[src/rtl/itrx_aib_phy_tx_lane_array.sv]
// ---------------------------------------------------------------------------
// itrx_aib_phy_tx_lane_array
//
// TX lane array for an AIB-style PHY. Each logical channel captures a
// rising-phase and a falling-phase bit on ilaunch_clk and presents them as
// the clock-high / clock-low pad values (DDR), or repeats the rising-phase
// bit on both phases (SDR). A clock-forward test pattern can replace all
// synchronous data, and any channel can be switched to an async bypass.
// NCH channels are steered onto NCH+1 pads; one pad can be skipped for
// redundancy. A remap runs a QUIESCE -> REMAP -> SETTLE sequence during
// which every pad is held at 0, so the steering never changes while data
// is on the wire.
//
// Ports
//   ilaunch_clk  launch clock (only clock)
//   tx_rst       asynchronous active-high reset
//   tx_en        sync path enable (0 clears the capture registers)
//   ddr_mode     1 = DDR, 0 = SDR
//   pat_en       clock-forward test pattern enable
//   idat0/idat1  rising/falling-phase channel data
//   async_data   async bypass data, used where idat_selb[c] = 1
//   idat_selb    per-channel async select
//   redn_req     single-cycle remap request, redn_idx = failed pad index
//                (>= NCH disengages redundancy)
//   pad_hi/lo    per-pad values for clock-high / clock-low phase
//   redn_engage  per-pad shift select (pad j carries channel j-1)
//   redn_busy    remap sequence in progress
//   fsm_state    NORMAL=0, QUIESCE=1, REMAP=2, SETTLE=3
// ---------------------------------------------------------------------------
module itrx_aib_phy_tx_lane_array #(
    parameter int NCH  = 20,
    parameter int QCNT = 4,
    parameter int IW   = $clog2(NCH + 1)
) (
    input  logic           ilaunch_clk,
    input  logic           tx_rst,
    input  logic           tx_en,
    input  logic           ddr_mode,
    input  logic           pat_en,
    input  logic [NCH-1:0] idat0,
    input  logic [NCH-1:0] idat1,
    input  logic [NCH-1:0] async_data,
    input  logic [NCH-1:0] idat_selb,
    input  logic           redn_req,
    input  logic [IW-1:0]  redn_idx,
    output logic [NCH:0]   pad_hi,
    output logic [NCH:0]   pad_lo,
    output logic [NCH:0]   redn_engage,
    output logic           redn_busy,
    output logic [1:0]     fsm_state
);

    typedef enum logic [1:0] {
        ST_NORMAL  = 2'd0,
        ST_QUIESCE = 2'd1,
        ST_REMAP   = 2'd2,
        ST_SETTLE  = 2'd3
    } state_t;

    localparam logic [3:0]    CNT_INIT = 4'(QCNT - 1);
    // Index value meaning "no pad skipped".
    localparam logic [IW-1:0] IDX_OFF  = IW'(NCH);

    state_t         state_q, state_d;
    logic [3:0]     cnt_q, cnt_d;
    logic [IW-1:0]  pend_q, pend_d;
    logic [IW-1:0]  act_q, act_d;
    logic [NCH-1:0] q0_q, q0_d;
    logic [NCH-1:0] q1_q, q1_d;
    logic           tgl_q, tgl_d;
    logic           busy_q, busy_d;

    logic [NCH-1:0] sync_hi, sync_lo;
    logic [NCH-1:0] ch_hi, ch_lo;
    logic [NCH:0]   ext_hi, ext_lo, sh_hi, sh_lo;
    logic [NCH:0]   engage;
    logic [NCH:0]   map_hi, map_lo;

    // Next-state logic: capture path, pattern toggle, remap sequencer.
    always_comb begin
        q0_d    = tx_en ? idat0 : '0;
        q1_d    = tx_en ? idat1 : '0;
        tgl_d   = pat_en ? ~tgl_q : 1'b0;
        state_d = state_q;
        cnt_d   = cnt_q;
        pend_d  = pend_q;
        act_d   = act_q;
        unique case (state_q)
            ST_NORMAL: begin
                // The index is latched here so later redn_idx changes are inert.
                if (redn_req) begin
                    state_d = ST_QUIESCE;
                    cnt_d   = CNT_INIT;
                    pend_d  = redn_idx;
                end
            end
            ST_QUIESCE: begin
                if (cnt_q == 4'd0) state_d = ST_REMAP;
                else               cnt_d   = cnt_q - 4'd1;
            end
            ST_REMAP: begin
                act_d   = pend_q;
                state_d = ST_SETTLE;
                cnt_d   = CNT_INIT;
            end
            ST_SETTLE: begin
                if (cnt_q == 4'd0) state_d = ST_NORMAL;
                else               cnt_d   = cnt_q - 4'd1;
            end
            default: state_d = ST_NORMAL;
        endcase
        busy_d = (state_d != ST_NORMAL);
    end

    always_ff @(posedge ilaunch_clk or posedge tx_rst) begin
        if (tx_rst) begin
            state_q <= ST_NORMAL;
            cnt_q   <= '0;
            pend_q  <= IDX_OFF;
            act_q   <= IDX_OFF;
            q0_q    <= '0;
            q1_q    <= '0;
            tgl_q   <= 1'b0;
            busy_q  <= 1'b0;
        end else begin
            state_q <= state_d;
            cnt_q   <= cnt_d;
            pend_q  <= pend_d;
            act_q   <= act_d;
            q0_q    <= q0_d;
            q1_q    <= q1_d;
            tgl_q   <= tgl_d;
            busy_q  <= busy_d;
        end
    end

    // Channel values, then channel-to-pad steering.
    always_comb begin
        if (pat_en) begin
            sync_hi = ddr_mode ? '1 : {NCH{tgl_q}};
            sync_lo = ddr_mode ? '0 : {NCH{tgl_q}};
        end else begin
            sync_hi = q0_q;
            sync_lo = ddr_mode ? q1_q : q0_q;
        end
        ch_hi = (idat_selb & async_data) | (~idat_selb & sync_hi);
        ch_lo = (idat_selb & async_data) | (~idat_selb & sync_lo);

        // ext: pad j carries channel j (spare pad reads 0).
        // sh:  pad j carries channel j-1 (pad 0 reads 0).
        ext_hi = {1'b0, ch_hi};
        ext_lo = {1'b0, ch_lo};
        sh_hi  = {ch_hi, 1'b0};
        sh_lo  = {ch_lo, 1'b0};

        for (int j = 0; j <= NCH; j++) begin
            engage[j] = (act_q < IDX_OFF) && (IW'(j) > act_q);
            if (IW'(j) == act_q) begin
                map_hi[j] = 1'b0;
                map_lo[j] = 1'b0;
            end else if (engage[j]) begin
                map_hi[j] = sh_hi[j];
                map_lo[j] = sh_lo[j];
            end else begin
                map_hi[j] = ext_hi[j];
                map_lo[j] = ext_lo[j];
            end
        end

        // All pads, async ones included, are quiet for the whole remap window.
        if (state_q != ST_NORMAL) begin
            pad_hi = '0;
            pad_lo = '0;
        end else begin
            pad_hi = map_hi;
            pad_lo = map_lo;
        end
    end

    assign redn_engage = engage;
    assign redn_busy   = busy_q;
    assign fsm_state   = state_q;

endmodule

[config.mk]
export PLATFORM = sky130hd
export DESIGN_NAME = itrx_aib_phy_tx_lane_array
export DESIGN_NICKNAME = d
export VERILOG_FILES = /design/src/rtl/itrx_aib_phy_tx_lane_array.sv
export SDC_FILE = /design/constraint.sdc
export NUM_CORES = 1
export LEC_CHECK = 0
export ABC_AREA = 1
export CAP_MARGIN = 20
export CELL_PAD_IN_SITES_DETAIL_PLACEMENT = 1
export CELL_PAD_IN_SITES_GLOBAL_PLACEMENT = 1
export CORE_ASPECT_RATIO = 1.1
export CORE_UTILIZATION = 30
export CTS_CLUSTER_DIAMETER = 100
export DETAILED_ROUTE_END_ITERATION = 10
export PLACE_DENSITY = 0.82
export SLEW_MARGIN = 20
export SYNTH_ARGS = -nofsm -noshare
export SYNTH_HDL_FRONTEND = slang
export SYNTH_SLANG_ARGS = --single-unit
[constraint.sdc]
create_clock -name ilaunch_clk -period 2.03 [get_ports ilaunch_clk]
set_input_delay 0.3045 -clock ilaunch_clk [delete_from_list [all_inputs] [get_ports ilaunch_clk]]
set_output_delay 0.3045 -clock ilaunch_clk [all_outputs]
set_load 0.01 [all_outputs]
==> results by group <==
Status
  – Status: finished, violations left
  – Failing checks: setup timing

Clocking
  – Root buf cell: clkbuf_16
  – Hold-fix buffers at CTS: 0
  – CTS Buf Count: 9
  – Clock tree from TritonCTS: done
  – Clk sinks: 58
  – Clk Latency, worst-skew pair: around 350 ps
  – Max Buffers Root-to-Sink: 2
  – H-tree depth reported by CTS: 3
  – Worst-path clk slew: 60 ps

Floorplan
  – Starting density of the core: between 30% and 40%
  – IO Pins: 157
  – Core area: 13300 µm²
  – FP Rows: 44
  – Die X: about 110 µm
  – Die Ht: around 130 µm
  – Die area: 14200 µm²

Placed design
  – DP Worst Slack: -699 ps
  – Global placement routability congestion: approximately 0.95
  – DP HPWL: between 10000 and 15000 µm
  – Port bufs: around 160
  – Area post-placement: between 6000 and 7000 µm²
  – Placed cells: 1079

Drt
  – Drt first pass iters: 6
  – Via density: between 5 and 6
  – Routed WL: ~26000 µm
  – Per-cell routed wire length: between 20 and 25 µm
  – Drt drc: 0
  – Vias: between 6000 and 7000
  – Drt initial violations: around 380
  – Antenna Nets Post-Route: 0

Final layout
  – Fillers: between 1500 and 2000
  – Final Instance Area: 7760 µm²
  – Nets: between 1000 and 1500
  – Area of the multi-input gates: between 2000 and 3000 µm²
  – Register area: ~1500 µm²
  – Share of cells above drive strength 1: about 39%
  – Area Overhead vs Synth: 88.0%
  – ANT cells: 0
  – Non-Filler Instances: around 1100

Timing
  – Hold_ws: 208 ps
  – Fmax: just over 400 MHz
  – Max Slew Vio Count: 0
  – Final hold violations: 0
  – Final Critical Period: between 2000 and 2500 ps
  – Unrepaired setup endpoints after global routing: yes
  – Total negative slack: -11440 ps
  – Final Cycle Share: 122%
  – Setup slack after layout: -439 ps
  – Post-Route Skew: between 8 and 9 ps
  – # setup viols final: roughly 60

Synthesis
  – Post-synth EDFFs: 0
  – Ys async rst share: between 90% and 100%
  – Unique masters post-synth: 29
  – Post-Syn Area per Cell: 6.00 µm²
  – Synth Register Bits: 58
  – Synth top cells by count: nand2_1, inv_1, nor2_1
  – Yosys warns: 0
  – Top cells by area, synth: dfrtp_1, nand2_1, inv_1
  – Area leader, netlist: dfrtp_1
  – Dominant synthesized flop cell: dfrtp_1
  – Sequential area share after synthesis: a little over a third
  – Syn Std Cell Area: just over 4000 µm²
  – Synthesized Nets: 780
  – Synth Instances: 688
  – Share of the synthesized area in the top cell type: 32.7%
  – Most common cell in the netlist: nand2_1

Power and ir drop
  – P_leak: just over 4 nW
  – Pint: between 5 and 6 mW
  – Net switching power: about 4.7 mW
  – Sequential share of power: about 16%
  – Power Dens Cells: 1310 nW/µm²
  – Gate power share: about two thirds
  – Switching Fraction: a little under half
  – Clock network power share: between 10% and 20%
  – Maximum vdd drop: between 0.0005 and 0.0006 V

Global routing
  – Total congestion overflow: 0
  – Initial antenna violation count: 0
  – Vias in the first global route: 6187
  – Pin count of the biggest net entering global routing: between 40 and 50
  – GRT Util Overall: between 20% and 30%
  – Global-route wire length before repair: ~32000 µm

Critical path
  – Max Fanout on Critical Path: 6
  – CP startpoint kind: register
  – Critical path class: reg2out
  – Critical Path End Type: output pin
  – Data required time of the critical path: 1730 ps
  – Arr. time, crit path: roughly 2200 ps

Run
  – Max_cap viols: 0

Hold path
  – Hold Path Class: in2async
[flip-flops by register name, summed over array words and instances (netlist names)]
| register | flops |
|---|---|
| redn_busy | 1 |
| q1_q | 20 |
| act_q | 5 |
| tgl_q | 1 |
| cnt_q | 4 |
| pend_q | 5 |
| q0_q | 20 |
| fsm_state | 2 |
[layer usage]
| layer | vias to the layer above | routed length (µm) | GRT usage [%] |
|---|---|---|---|
| met5 | - | 0 | 0 |
| met4 | 0 | 1960 | 12.8 |
| met3 | 161 | 1770 | 4.27 |
| met2 | 377 | 12600 | 55.6 |
| met1 | 2925 | 9490 | 31.7 |
| li1 | 2606 | - | - |
[stage by stage]
stage	power [mW]	utilization [%]
final	10.2	58.3
after global routing	10.4	58.3
after CTS	8.30	53.3
after detailed placement	5.94	48.1
after global placement	5.80	48.1
after floorplan	3.46	-
[power groups by stage]
stage,clock [mW],combinational (mW),sequential [mW]
after floorplan,0,1.93,1.53
after global placement,0,4.25,1.55
after detailed placement,0,4.38,1.56
after CTS,1.52,5.20,1.57
after global routing,1.62,7.18,1.64
final,1.59,6.94,1.63
[worst paths after layout]
kind | startpoint | end | slack (ps) | depth (start not counted)
worst min register to register | tgl_q$_DFF_PP0_ | tgl_q$_DFF_PP0_ | 460 | 1
worst min-delay path | tx_rst | pend_q[3]$_DFFE_PP0P_ | 210 | 2
min in group ilaunch_clk | tgl_q$_DFF_PP0_ | tgl_q$_DFF_PP0_ | 460 | 1
worst max register to register | cnt_q[0]$_DFFE_PP0P_ | cnt_q[2]$_DFFE_PP0P_ | 300 | 7
worst max-delay path | tgl_q$_DFF_PP0_ | pad_lo[13] | -440 | 11
max in group asynchronous | tx_rst | act_q[4]$_DFFE_PP1P_ | 1240 | 3
[cells by family after synthesis]
group | synth area share, %
AO/OA/AOI/OAI | 9.91
adder cells (fa/ha/maj) | 0.303
multiplexers | 1.36
flip-flops | 35.3
AND/OR/NAND/NOR | 39.0
buffers and inverters | 13.9
XOR/XNOR | 0.212
other | 0.0908
[worst max-delay path, cell delays in order (launching register included)]
cell and delay [ps]:
dfrtp_1 370, inv_2 80, o21ai_4 190, buf_6 170, buf_8 140, nand2_1 90, nand2_1 120, nand2_1 130
nand2_1 140, nand2_1 100, nor2_2 130, buf_2 160
[final cells by class]
type | instances | share of cell area, %
inverter | 121 | 6.21
clock inverter | 3 | 0.516
clock buffer | 13 | 3.22
timing repair buffer | 277 | 32.5
tap | 184 | 2.97
sequential | 58 | 18.8
multi-input combinational | 486 | 35.7
timing repair inverter | 1 | 0.0967
[cells in the final DEF (no fill, tap or decap), drive strengths merged]
cell type,instances
nand3,39
ha,1
dlygate4sd2,2
dfstp,4
o21ai,32
dfrtp,54
clkinv,3
mux2,5
clkbuf,19
nor2,93
buf,178
clkinvlp,3
bufinv,1
or2,3
a31oi,2
inv,118
nand2,260
o31ai,1
a21oi,45
clkdlybuf4s50,91
xor2,1
nor3,1
conb,1
nand4,2
[repair_timing]
| item | CTS | global route |
|---|---|---|
| pin swaps | 41 | 44 |
| cloned | 1 | 1 |
| gates resized for setup | 362 | 166 |
| setup buffers | 25 | 28 |
| endpoints found under the setup margin | 61 | 58 |
Note: power is estimated with default switching activity, not from simulation.
